### config.mk
export PLATFORM = sky130hd
export DESIGN_NAME = seg7_scan_driver
export DESIGN_NICKNAME = d
export VERILOG_FILES = /design/src/rtl/seg7_scan_driver.sv
export SDC_FILE = /design/constraint.sdc
export NUM_CORES = 1
export LEC_CHECK = 0
export CAP_MARGIN = 30
export CELL_PAD_IN_SITES_DETAIL_PLACEMENT = 0
export CELL_PAD_IN_SITES_GLOBAL_PLACEMENT = 1
export CORE_MARGIN = 5
export CORE_UTILIZATION = 48
export DETAILED_ROUTE_END_ITERATION = 8
export HOLD_SLACK_MARGIN = 0.12
export PLACE_DENSITY = 0.86
export SLEW_MARGIN = 0
export SYNTH_ARGS = -nofsm -noshare
export SYNTH_HDL_FRONTEND = slang
export SYNTH_SLANG_ARGS = --single-unit
export TNS_END_PERCENT = 30
### constraint.sdc
create_clock -name iCLK -period 10.9 [get_ports iCLK]
set_input_delay 2.18 -clock iCLK [delete_from_list [all_inputs] [get_ports iCLK]]
set_output_delay 2.18 -clock iCLK [all_outputs]
set_load 0.05 [all_outputs]
### src/rtl/seg7_scan_driver.sv
// Multiplexed common-anode 7-segment scanner with shadow/display double-buffering.
// Define SEG7_LZB_EN to enable leading-zero blanking on the display register.
module seg7_scan_driver #(
  parameter int NUM_DIGITS     = 4,
  parameter int CLK_DIV        = 50000,
  parameter int BLANK_CYC      = 16,
  parameter int DIG_ACTIVE_LOW = 1
) (
  input  logic                    iCLK,
  input  logic                    iRST_N,
  input  logic [4*NUM_DIGITS-1:0] iDATA,
  input  logic [NUM_DIGITS-1:0]   iDP,
  input  logic                    iLOAD,
  output logic [7:0]              oSEG,
  output logic [NUM_DIGITS-1:0]   oDIG_SEL,
  output logic                    oFRAME,
  output logic                    oPENDING
);

  localparam int CNT_W = (CLK_DIV > 1) ? $clog2(CLK_DIV) : 1;
  localparam int IDX_W = (NUM_DIGITS > 1) ? $clog2(NUM_DIGITS) : 1;
  localparam logic [CNT_W-1:0] CNT_MAX   = CNT_W'(CLK_DIV - 1);
  localparam logic [CNT_W-1:0] CNT_BLANK = CNT_W'(BLANK_CYC);
  localparam logic [IDX_W-1:0] IDX_MAX   = IDX_W'(NUM_DIGITS - 1);
  localparam logic [NUM_DIGITS-1:0] POL_MASK =
    (DIG_ACTIVE_LOW != 0) ? {NUM_DIGITS{1'b1}} : {NUM_DIGITS{1'b0}};

  logic [CNT_W-1:0]        cnt_q, cnt_d;
  logic [IDX_W-1:0]        idx_q, idx_d;
  logic [4*NUM_DIGITS-1:0] shadow_data_q, shadow_data_d;
  logic [NUM_DIGITS-1:0]   shadow_dp_q, shadow_dp_d;
  logic [4*NUM_DIGITS-1:0] disp_data_q, disp_data_d;
  logic [NUM_DIGITS-1:0]   disp_dp_q, disp_dp_d;
  logic                    pending_q, pending_d;
  logic [7:0]              seg_q, seg_d;
  logic [NUM_DIGITS-1:0]   dig_q, dig_d;
  logic                    frame_q, frame_d;

  logic                    tick;
  logic                    boundary;
  logic [3:0]              cur_nib;
  logic                    cur_dp;

  function automatic logic [6:0] hex7(input logic [3:0] nib);
    logic [7:0] pat;
    case (nib)
      4'h0: pat = 8'hC0;  4'h1: pat = 8'hF9;  4'h2: pat = 8'hA4;  4'h3: pat = 8'hB0;
      4'h4: pat = 8'h99;  4'h5: pat = 8'h92;  4'h6: pat = 8'h82;  4'h7: pat = 8'hF8;
      4'h8: pat = 8'h80;  4'h9: pat = 8'h98;  4'hA: pat = 8'h88;  4'hB: pat = 8'h83;
      4'hC: pat = 8'hC6;  4'hD: pat = 8'hA1;  4'hE: pat = 8'h86;  default: pat = 8'h8E;
    endcase
    return pat[6:0];
  endfunction

`ifdef SEG7_LZB_EN
  logic [NUM_DIGITS-1:0] lead_zero;
  logic                  zero_run;

  // A digit is blanked when it and every digit above it hold zero; digit 0 never is.
  always_comb begin
    lead_zero = '0;
    zero_run  = 1'b1;
    for (int k = NUM_DIGITS - 1; k > 0; k--) begin
      zero_run     = zero_run && (disp_data_d[4*k +: 4] == 4'h0);
      lead_zero[k] = zero_run;
    end
  end
`endif

  always_comb begin
    cnt_d         = cnt_q;
    idx_d         = idx_q;
    shadow_data_d = shadow_data_q;
    shadow_dp_d   = shadow_dp_q;
    disp_data_d   = disp_data_q;
    disp_dp_d     = disp_dp_q;
    pending_d     = pending_q;

    tick     = (cnt_q == CNT_MAX);
    boundary = tick && (idx_q == IDX_MAX);

    cnt_d = tick ? '0 : cnt_q + CNT_W'(1);
    if (tick) begin
      idx_d = (idx_q == IDX_MAX) ? '0 : idx_q + IDX_W'(1);
    end

    if (iLOAD) begin
      shadow_data_d = iDATA;
      shadow_dp_d   = iDP;
      pending_d     = 1'b1;
    end

    // The display buffer only changes on the wrap, so a frame is never torn.
    if (boundary) begin
      pending_d = 1'b0;
      if (iLOAD) begin
        disp_data_d = iDATA;
        disp_dp_d   = iDP;
      end else if (pending_q) begin
        disp_data_d = shadow_data_q;
        disp_dp_d   = shadow_dp_q;
      end
    end

    // Outputs are built from next-state values so they line up with the slot counter.
    cur_nib = disp_data_d[{idx_d, 2'b00} +: 4];
    cur_dp  = disp_dp_d[idx_d];
    seg_d   = {~cur_dp, hex7(cur_nib)};
`ifdef SEG7_LZB_EN
    if (lead_zero[idx_d]) begin
      seg_d = cur_dp ? 8'h7F : 8'hFF;
    end
`endif

    if (cnt_d < CNT_BLANK) begin
      dig_d = POL_MASK;
    end else begin
      dig_d = (NUM_DIGITS'(1) << idx_d) ^ POL_MASK;
    end

    frame_d = boundary;
  end

  always_ff @(posedge iCLK or negedge iRST_N) begin
    if (!iRST_N) begin
      cnt_q         <= '0;
      idx_q         <= '0;
      shadow_data_q <= '0;
      shadow_dp_q   <= '0;
      disp_data_q   <= '0;
      disp_dp_q     <= '0;
      pending_q     <= 1'b0;
      seg_q         <= 8'hFF;
      dig_q         <= POL_MASK;
      frame_q       <= 1'b0;
    end else begin
      cnt_q         <= cnt_d;
      idx_q         <= idx_d;
      shadow_data_q <= shadow_data_d;
      shadow_dp_q   <= shadow_dp_d;
      disp_data_q   <= disp_data_d;
      disp_dp_q     <= disp_dp_d;
      pending_q     <= pending_d;
      seg_q         <= seg_d;
      dig_q         <= dig_d;
      frame_q       <= frame_d;
    end
  end

  assign oSEG     = seg_q;
  assign oDIG_SEL = dig_q;
  assign oFRAME   = frame_q;
  assign oPENDING = pending_q;

endmodule

# Word level (Yosys, flattened, before mapping)
# Memories as Yosys holds them, arrays and structs flattened. A register that Yosys moved wholly into a read port is not among the register bits.
# Cells that the tools add are included.
word_totals:
  memories: 1
  ff_bits: 72
  romBits: 112
  elab_cells: 38
  inputBits: 23
classes:
  bitwise: 2
  shifts: 2
  n_eq_ne: 2
  n_reduce_logical: 3
  muxes: 14
  addsub: 2
  magnitude_cmp: 2
mem_list:
  columns: ["name", "depth", "width", "rd", "rd_ports_with_merged_regs", "write_ports", "line", "source"]
  rows:
  - ["(no name shown)", 16, 7, 1, 1, 0, "46", "case (nib)"]
op_table:
  columns: ["op", "count"]
  rows:
  - ["16-bit two-way mux", 4]
  - ["16-bit by 1-bit adder with 16-bit output, second input constant", 1]
  - ["16-bit equality test, second input constant", 1]
  - ["16-bit by 5-bit < comparator with 1-bit output, second input constant", 1]
  - ["4-bit two-way mux", 4]
  - ["16-bit by 5-bit variable part select with 4-bit output", 1]
  - ["2-bit two-way mux", 2]
  - ["4-bit NOT", 1]
  - ["1-bit by 2-bit << shifter with 4-bit output, first input constant", 1]
  - ["2-bit by 3-bit < comparator with 1-bit output, second input constant", 1]
  - ["1-bit two-way mux", 3]
  - ["2-bit by 1-bit adder with 2-bit output, second input constant", 1]
  - ["1-bit binary-select mux with 2-bit select", 1]
  - ["2-bit equality test, second input constant", 1]
  - ["2-bit nonzero test", 1]
  - ["1-bit logical AND", 1]
  - ["1-bit zero test", 1]
  - ["1-bit NOT", 1]

# Logic depth before layout (Yosys ltp)
# Gate-level depths: netlist of run 1.
logic_depth:
  depth_word: 6
  depth_mapped: 14
  mapped_depth_nobuf: 13

# Worst setup path after synthesis of run 1
# No wires, ideal clock.
synth_path:
  kind: "input -> register"
  start: "input port iLOAD"
  end: "register seg_q[0], in the netlist oSEG[0]"
  t_arrival_ns: 4.352
  path_stages: 10
  t_required_ns: 10.821
  setup_slack_ns: 6.470
  cell_sequence: "clkbuf_1 clkbuf_1 mux2_2 o22a_1 mux2i_1 mux2_2 inv_1 ha_1 or3_1 o211a_1"
synth_between:
  elab_chain_cells: 3
synth_rtl:
  columns: ["item", "line", "source"]
  rows:
  - ["from (decl)", "13", "input logic iLOAD,"]
  - ["16-bit two-way mux", "96", "if (iLOAD) begin"]
  - ["16-bit two-way mux", "94", "if (boundary) begin"]
  - ["net disp_data_d[5]", "32", "logic [4*NUM_DIGITS-1:0] disp_data_q, disp_data_d;"]
  - ["16-bit by 5-bit variable part select with 4-bit output", "106", "cur_nib = disp_data_d[{idx_d, 2'b00} +: 4];"]
  - ["to (decl)", "35", "logic [7:0] seg_q, seg_d;"]
# The timed path passes the listed nets, and every way through them passes these cells.
# A chain may end at the register's enable or synchronous reset.

# Final worst setup path of run 1
# Same ends and word-level chain as after synthesis.

==> impl_metrics.py, run 1 <==
metrics = {
    "global_route": {
        "grt_pass1_wl_um": 11700,
        "grt.total_usage": 0.1664,
        "grt_max_degree": 73,
        "grt_pass1_vias": 2518,
        "antenna_found_initial": 0,
        "overflow": 0,
    },
    "critical_path": {
        "crit_path_start_kind": "input port",
        "reg2reg_slack_ps": 6550,
        "worstRegToRegCells": 11,
        "critPathRequiredTime_ps": 11170,
        "crit_arrival_ps": 5030,
        "worstReg2RegStart": "cnt_q[11]",
        "end_kind": "flop",
        "r2r-end": "oSEG[3]",
        "path_max_fanout": 35,
        "critPathKind": "in2reg",
    },
    "timing": {
        "fmax_mhz": 210.0,
        "min_period_over_period": 0.4368,
        "fin_ws_ps": 6139,
        "setup_tns_ps": 0,
        "period_minus_slack_ps": 4761,
        "final_max_slew_viol_count": 0,
        "fin_skew_ps": 8.809,
        "rsz0062_at_grt": "false",
        "setup_viol_count_final": 0,
        "slew_headroom": 0.3415,
        "worst_pin_slew_ps": 960.2,
        "hold_viol": 0,
    },
    "synthesis": {
        "synth_compound_area_frac": 0.1177,
        "synth_top_area_frac": 0.4306,
        "avgSynthCellArea_um2": 10.80,
        "synth_xor_area_frac": 0.04019,
        "synth-adder-area-share": 0.02153,
        "synth-simple-area-share": 0.1690,
        "synth_mux_area_frac": 0.09150,
        "yosysWarnings": 0,
        "syn_inst": 323,
        "synth_area_leaders": "dfrtp_1, dfstp_2, mux2_2, nand3_1, nand2_1",
        "synth_top_cell_by_area": "dfrtp_1",
        "synth_top_family_by_area": "simple AND/OR/NAND/NOR gates",
        "syn_area_um2": 3487,
        "synthFlopType": "dfrtp_1",
        "ys_seq_area_frac": 0.5210,
        "async_reset_ff_frac": 1.000,
        "synth_edf_count": 0,
        "ys_seq_elements": 72,
        "synth.distinct_cells": 49,
        "postSynthNetCount": 352,
    },
    "place": {
        "port_buffers": 36,
        "place_area_um2": 3906,
        "place_ws_ps": 5775,
        "gp_congestion": 0.8072,
        "place_hpwl_um": 4591,
    },
    "clock_network": {
        "post_cts_buffers": 0,
        "htreeDepth": 3,
        "clockBufferDepth": 2,
        "clk_pin_slew_ps": 70,
        "cts-root-buf": "clkbuf_8",
        "ctsHoldBuffers": 0,
        "cts_buffers": 9,
        "clkLatencyLatePin_ps": 340,
        "cts_sinks": 72,
        "ctsResizeCount": 0,
        "cts_tree": "yes",
    },
    "power_and_ir_drop": {
        "power_frac_clock": 0.397,
        "seqPwrFrac": 0.552,
        "p_per_area_nw_per_um2": 123.1,
        "netSwitchingFraction": 0.2186,
        "vdd_drop_max_uv": 77.02,
        "p_sw_mw": 0.1099,
        "power_mw": 0.5029,
        "combPwrFrac": 0.052,
        "intPower_mw": 0.3930,
        "leakage_nw": 1.816,
    },
    "floorplanning": {
        "die_area_um2": 9070,
        "core_area_um2": 7176,
        "ios": 37,
        "die_width_um": 95.24,
        "rows": 31,
        "start_util": 0.4860,
        "die_y_um": 95.24,
    },
    "layout": {
        "stdcell_area_um2": 4086,
        "final_net_count": 384,
        "fill_cells": 640,
        "synthToLayoutAreaGrowth_pct": 17.19,
        "diodes": 0,
        "drive_gt1_frac": 0.1667,
    },
    "drt": {
        "drtPass1Iterations": 4,
        "wl_met2_um": 3196,
        "viasPerCell": 5.458,
        "wire_per_inst_um": 14.89,
        "top_layer_used": "met4",
        "dr.first_iter.drc_count": 102,
        "detail-route-antenna-nets": 0,
        "finalWirelength_um": 6834,
        "met3WireLength_um": 277,
        "drcViolationCount": 0,
        "vias": 2505,
        "wl_met1_um": 3259,
    },
    "worst_hold_path": {
        "holdPathEnd": "shadow_dp_q[3]",
        "min_path_cells": 2,
        "min_from": "shadow_dp_q[3]",
        "hold_path_class": "reg2reg",
    },
    "run_status": {
        "outcome": "finished, final reports clean",
    },
    "job": {
        "max_cap_violations": 0,
    },
}
[cells in the final DEF (no fill, tap or decap), drive strengths merged, types with 2 or more instances in the layout]
cell,instances
o21ai,13
a31oi,2
nand3,28
or3,3
a22o,2
nand2,32
clkdlybuf4s50,35
a22oi,2
ha,6
nand4,2
mux2,20
a21oi,9
buf,4
clkbuf,12
a211oi,4
a32oi,8
nor2,18
inv,10
o211ai,3
xnor2,8
or2,2
clkinv,5
or4,2
and3,5
dfstp,12
mux2i,9
nor4,6
nor2b,6
xor2,8
o22a,4
nor3,6
o22ai,2
o211a,2
dfrtp,60
[cell families after synthesis]
kind of cell	count (synthesis)
muxes	29
buffers and inverters	30
adders and majority gates	6
DFF	72
and+or+nand+nor	114
AOI/OAI and AO/OA	56
xor gates and xnor gates	16
[cells in the mapped netlist, drive strengths merged, types with 4 or more instances]
library cell and instances:
a32oi 8, dfrtp 60, nor2 18, buf 10, nor3 6, a211oi 4
clkbuf 8, o22a 4, nand2 32, and3 5, ha 6, xnor2 8
nor4 6, dfstp 12, a21oi 9, inv 10, nand3 28, xor2 8
mux2 20, o21ai 13, mux2i 9, nor2b 6
[power by group through the flow]
stage          combinational, mW  sequential [mW]  clock, mW
2_1_floorplan             0.0110            0.281          0
3_3_place_gp              0.0265            0.282          0
3_5_place_dp              0.0269            0.282          0
4_1_cts                   0.0270            0.277      0.206
5_1_grt                   0.0293            0.278      0.219
6_report                  0.0261            0.277      0.199
[area by class of cell]
type                            instances  area [µm²]  share of cell area
Clock buffer                           12       135.1             0.03307
Clock inverter                          4       45.04             0.01102
Inverter                               12       47.55             0.01164
Multi-Input combinational cell        221        1540              0.3769
Sequential cell                        72        1817              0.4446
Tap cell                               99       123.9             0.03031
Timing Repair Buffer                   39       377.9             0.09247
[worst max-delay path, stage by stage]
cell and delay [ps]:
clkdlybuf4s50_1 450, buf_4 360, nor2_1 290, a32oi_1 220
nand3_1 120, a22o_1 240, a221oi_4 290, inv_1 110
ha_1 240, or3_1 370, o211a_1 130
[how the worst max path moves through the flow]
stage,startpoint,to,slack [ps],cells after the start
final,iLOAD,oSEG[0],6140,11
after global routing,iLOAD,oSEG[0],5900,11
after CTS,iLOAD,oSEG[0],6140,11
after detailed placement,iLOAD,oSEG[0],5780,11
after global placement,iLOAD,oSEG[0],5890,11
after floorplan,iLOAD,oSEG[0],6470,10
[metrics by stage]
stage | util | std cells | hold WS, ps
after floorplan | - | 323 | 441.0
after global placement | 0.5444 | 443 | 472.1
after detailed placement | 0.5444 | 443 | 479.9
after CTS | 0.5695 | 459 | 492.9
after global routing | 0.5695 | 459 | 500.7
final | 0.5695 | 459 | 489.7
[metal layers]
layer	GRT usage	vias up
met3	0.04104	7
met5	0	-
met1	0.2228	1231
met4	0.06490	0
li1	-	1225
met2	0.2601	42
[registers in the layout (all words and copies together) (netlist names), 2 cells and up]
signal	count
disp_data_q	16
oSEG	8
shadow_dp_q	4
shadow_data_q	16
cnt_q	16
idx_q	2
disp_dp_q	4
oDIG_SEL	4
(Power assumes the default switching activity.)
==> run 2: changes to the inputs <==
Settings changed: CORE_UTILIZATION 48 to 40, PLACE_DENSITY 0.86 to 0.77.
Clock period 10.9 ns to 4.1 ns, I/O delays scaled along.
==> impl_metrics.py, run 2 (same netlist as run 1, synthesis figures left out) <==
metrics = {
    "global_route": {
        "grt_pass1_vias": 2604,
        "overflow": 0,
        "grt_max_degree": 49,
        "grt_pass1_wl_um": 12650,
        "antenna_found_initial": 0,
        "grt.total_usage": 0.1501,
    },
    "clock_network": {
        "cts-root-buf": "clkbuf_8",
        "clockBufferDepth": 2,
        "cts_tree": "yes",
        "post_cts_buffers": 0,
        "htreeDepth": 3,
        "cts_buffers": 9,
        "ctsResizeCount": 0,
        "clk_pin_slew_ps": 80,
        "cts_sinks": 72,
        "ctsHoldBuffers": 0,
        "clkLatencyLatePin_ps": 340,
    },
    "critical_path": {
        "crit_path_start_kind": "flop",
        "end_kind": "flop",
        "crit_arrival_ps": 3920,
        "critPathRequiredTime_ps": 4370,
        "critPathKind": "reg2reg",
        "path_max_fanout": 14,
    },
    "floorplanning": {
        "die_y_um": 103.4,
        "ios": 37,
        "core_area_um2": 8593,
        "rows": 34,
        "start_util": 0.4058,
        "die_width_um": 103.4,
        "die_area_um2": 10690,
    },
    "drt": {
        "wire_per_inst_um": 15.23,
        "dr.first_iter.drc_count": 72,
        "vias": 2496,
        "detail-route-antenna-nets": 0,
        "drtPass1Iterations": 5,
        "drcViolationCount": 0,
        "finalWirelength_um": 7233,
        "viasPerCell": 5.255,
    },
    "power_and_ir_drop": {
        "leakage_nw": 1.854,
        "vdd_drop_max_uv": 210.0,
        "p_per_area_nw_per_um2": 323.7,
        "power_mw": 1.345,
    },
    "worst_hold_path": {
        "hold_path_class": "in2async",
    },
    "timing": {
        "rsz0062_at_grt": "false",
        "min_period_over_period": 0.8905,
        "fmax_mhz": 273.9,
        "setup_tns_ps": 0,
        "slew_headroom": 0.4781,
        "worst_pin_slew_ps": 775.7,
        "setup_viol_count_final": 0,
        "fin_skew_ps": 8.215,
        "hold_viol": 0,
        "final_max_slew_viol_count": 0,
        "period_minus_slack_ps": 3651,
    },
    "layout": {
        "top_regs": "cnt_q x16, disp_data_q x16, shadow_data_q x16",
        "stdcell_area_um2": 4156,
        "layout.cells.most_common": "dfrtp_1",
        "fill_cells": 795,
        "synthToLayoutAreaGrowth_pct": 19.20,
        "final_net_count": 391,
        "final_cell_mix": "dfrtp_1, clkdlybuf4s50_1, nand2_1, nand3_1, mux2_2",
        "drive_gt1_frac": 0.1907,
        "diodes": 0,
    },
    "run_status": {
        "outcome": "finished, final reports clean",
    },
    "place": {
        "port_buffers": 36,
        "place_hpwl_um": 4930,
        "gp_congestion": 0.8725,
        "place_area_um2": 3970,
    },
    "job": {
        "max_cap_violations": 0,
    },
}
run 2: changes by cell type in the layout (fill, tap and decap cells not counted), sizes merged:
cell,change
clkinvlp,+1
buf,+7
clkbuf,-3
clkinv,+2
run 2: final cells by class:
type / instances / area, µm² / share of cell area
clock buffer: 9 / 123.9 / 0.02980
clock inverter: 7 / 62.56 / 0.01505
inverter: 12 / 47.55 / 0.01144
multi-input combinational: 221 / 1540 / 0.3706
sequential: 72 / 1817 / 0.4371
tap: 108 / 135.1 / 0.03251
timing repair buffer: 46 / 430.4 / 0.1036
run 2: power by group:
| group | leakage [nW] | total (mW) | internal [mW] | switching, mW |
|---|---|---|---|---|
| combinational | 0.898 | 0.0712 | 0.0365 | 0.0347 |
| sequential | 0.857 | 0.737 | 0.730 | 0.00710 |
| clock | 0.0985 | 0.537 | 0.276 | 0.262 |
run 2: stage by stage:
stage	utilization	hold WS (ps)	instances	worst slack (ps)
2_1_floorplan	-	441.0	323	505.3
3_3_place_gp	0.4620	465.1	459	571.0
3_5_place_dp	0.4620	461.5	459	472.3
4_1_cts	0.4837	481.5	475	439.9
5_1_grt	0.4837	501.4	475	225.6
6_report	0.4837	471.1	475	448.9
run 2: final timing paths:
| check | from | cells past startpoint | endpoint | slack (ps) |
|---|---|---|---|---|
| worst min register to register | cnt_q[0] | 1 | cnt_q[0] | 480 |
| min in group iCLK | cnt_q[0] | 1 | cnt_q[0] | 480 |
| worst max register to register | cnt_q[11] | 10 | oSEG[0] | 450 |
| max in group asynchronous | iRST_N | 2 | shadow_data_q[10] | 2610 |
| worst max-delay path | cnt_q[11] | 10 | oSEG[0] | 450 |
| worst min-delay path | iRST_N | 1 | cnt_q[12] | 470 |
run 2: critical path, stage by stage, from the launching register on:
cell	delay, ps
dfrtp_1	450
or4_1	680
or4_1	780
nand2_1	170
nand3_1	110
a22o_1	250
a221oi_4	280
inv_1	110
ha_1	240
or3_1	380
o211a_1	130
run 2: routing by layer:
metal | up-vias | routed length [µm] | global-route usage
met5 | - | 0 | 0
met4 | 0 | 54 | 0.03884
met3 | 4 | 326 | 0.04158
met2 | 51 | 3374 | 0.2260
met1 | 1212 | 3477 | 0.2141
li1 | 1229 | - | -
==> run 3: changes to the inputs <==
Settings changed: CORE_ASPECT_RATIO from default to 1.25.
==> impl_metrics.py, run 3 (same netlist as run 1, synthesis figures left out) <==
metrics = {
    "run_status": {
        "outcome": "finished, final reports clean",
    },
    "layout": {
        "diodes": 0,
        "fill_cells": 782,
        "top_regs": "cnt_q x16, disp_data_q x16, shadow_data_q x16",
        "drive_gt1_frac": 0.1907,
        "multi_input_area_um2": 1540,
        "synthToLayoutAreaGrowth_pct": 21.56,
        "final_cell_mix": "dfrtp_1, clkdlybuf4s50_1, nand2_1, nand3_1, mux2_2",
        "layout.cells.most_common": "dfrtp_1",
        "final_net_count": 391,
        "seq_area_um2": 1817,
    },
    "drt": {
        "dr.first_iter.drc_count": 95,
        "viasPerCell": 5.172,
        "drtPass1Iterations": 4,
        "vias": 2519,
        "detail-route-antenna-nets": 0,
        "drcViolationCount": 0,
        "wire_per_inst_um": 14.99,
        "finalWirelength_um": 7298,
    },
    "critical_path": {
        "end_kind": "flop",
        "crit_path_start_kind": "flop",
        "crit_chain": "or4_1 -> or4_1 -> nand2_1 -> nand3_1 -> a22o_1 -> a221oi_4 -> inv_1 -> ha_1 -> or3_1 -> o211a_1",
        "worst-path-buf-inv": 1,
        "path_max_fanout": 14,
        "worstRegToRegCells": 10,
        "critPathKind": "reg2reg",
        "critPathSlowestCell": "or4_1",
        "worstSetupPathDepth": 10,
        "crit_arrival_ps": 3910,
        "critPathTopFamily": "simple AND/OR/NAND/NOR gates",
        "crit_path_frequent_cell": "or4_1",
        "critPathRequiredTime_ps": 4390,
        "cpPeakStageDelay_ps": 760,
    },
    "global_route": {
        "overflow": 0,
        "grt_pass1_wl_um": 12350,
        "grt_pass1_vias": 2568,
        "antenna_found_initial": 0,
        "grt_max_degree": 39,
        "grt.total_usage": 0.1480,
    },
    "power_and_ir_drop": {
        "p_sw_mw": 0.3089,
        "p_per_area_nw_per_um2": 356.7,
        "seqPwrFrac": 0.487,
        "leakage_nw": 1.882,
        "vdd_drop_max_uv": 196.6,
        "netSwitchingFraction": 0.2043,
        "combPwrFrac": 0.048,
        "power_frac_clock": 0.465,
        "intPower_mw": 1.203,
    },
    "clock_network": {
        "cts_buffers": 9,
        "ctsHoldBuffers": 0,
        "clkLatencyLatePin_ps": 360,
        "post_cts_buffers": 0,
        "clk_pin_slew_ps": 70,
        "clockBufferDepth": 2,
        "cts_sinks": 72,
        "cts_tree": "yes",
        "cts-root-buf": "clkbuf_8",
        "ctsResizeCount": 0,
        "htreeDepth": 3,
    },
    "floorplanning": {
        "die_y_um": 114.4,
        "ios": 37,
        "die_width_um": 93.51,
        "start_util": 0.4052,
        "rows": 38,
        "die_area_um2": 10700,
        "core_area_um2": 8606,
    },
    "timing": {
        "min_period_over_period": 0.8841,
        "fin_ws_ps": 475.3,
        "worst_pin_slew_ps": 856.7,
        "setup_tns_ps": 0,
        "final_max_slew_viol_count": 0,
        "fmax_mhz": 275.9,
        "rsz0062_at_grt": "false",
        "fin_skew_ps": 13.88,
        "slew_headroom": 0.4236,
        "hold_viol": 0,
        "period_minus_slack_ps": 3625,
        "setup_viol_count_final": 0,
    },
    "worst_hold_path": {
        "min_path_cells": 2,
        "hold_path_class": "reg2reg",
    },
    "job": {
        "max_cap_violations": 0,
    },
    "place": {
        "place_hpwl_um": 5226,
        "gp_congestion": 0.7873,
        "port_buffers": 36,
        "place_ws_ps": 472.3,
    },
}
-- run 3: changes by cell type in the layout (fill, tap and decap cells not counted), sizes merged --
cell	change
clkinv	-4
clkbuf	+2
bufinv	+2
-- run 3: per-stage QoR --
step	area [µm²]	utilization	power [mW]	hold WS [ps]	std cells
after global placement	3985	0.4631	0.8221	469.6	471
after detailed placement	3985	0.4631	0.8253	475.2	471
after floorplan	3487	-	0.7770	441.0	323
after CTS	4239	0.4926	1.528	489.0	487
final	4239	0.4926	1.512	480.4	487
after global routing	4239	0.4926	1.568	517.8	487
-- run 3: layer usage --
metal / routed length (µm) / GRT usage / vias to the layer above
li1: - / - / 1234
met1: 3228 / 0.1808 / 1236
met2: 3708 / 0.2452 / 38
met3: 218 / 0.03879 / 11
met4: 142 / 0.06549 / 0
met5: 0 / 0 / -
-- run 3: worst paths after layout --
kind | start | endpoint | slack (ps)
worst min-delay path | shadow_dp_q[2] | shadow_dp_q[2] | 480
min in group asynchronous | iRST_N | cnt_q[8] | 560
worst max register to register | cnt_q[11] | oSEG[0] | 480
worst max-delay path | cnt_q[11] | oSEG[0] | 480
worst min register to register | shadow_dp_q[2] | shadow_dp_q[2] | 480
max in group asynchronous | iRST_N | oSEG[6] | 2700
-- run 3: final cells by class --
type / count / share of cell area
clock buffers: 11 / 0.03571
multi-input cells: 221 / 0.3633
well taps: 120 / 0.03542
inverters: 12 / 0.01122
repair buffers: 46 / 0.1015
flip-flops and latches: 72 / 0.4286
clock inverters: 5 / 0.02420
-- run 3: worst register-to-register path, stage by stage, from the launching register on --
cell and delay [ps]:
dfrtp_1 450, or4_1 690, or4_1 760, nand2_1 160, nand3_1 100, a22o_1 250
a221oi_4 280, inv_1 120, ha_1 240, or3_1 380, o211a_1 130
-- run 3: power by group through the flow --
stage / combinational, mW / clock (mW) / sequential [mW]
2_1_floorplan: 0.0292 / 0 / 0.748
5_1_grt: 0.0815 / 0.748 / 0.739
6_report: 0.0725 / 0.703 / 0.737
3_5_place_dp: 0.0747 / 0 / 0.751
3_3_place_gp: 0.0725 / 0 / 0.750
4_1_cts: 0.0748 / 0.716 / 0.737
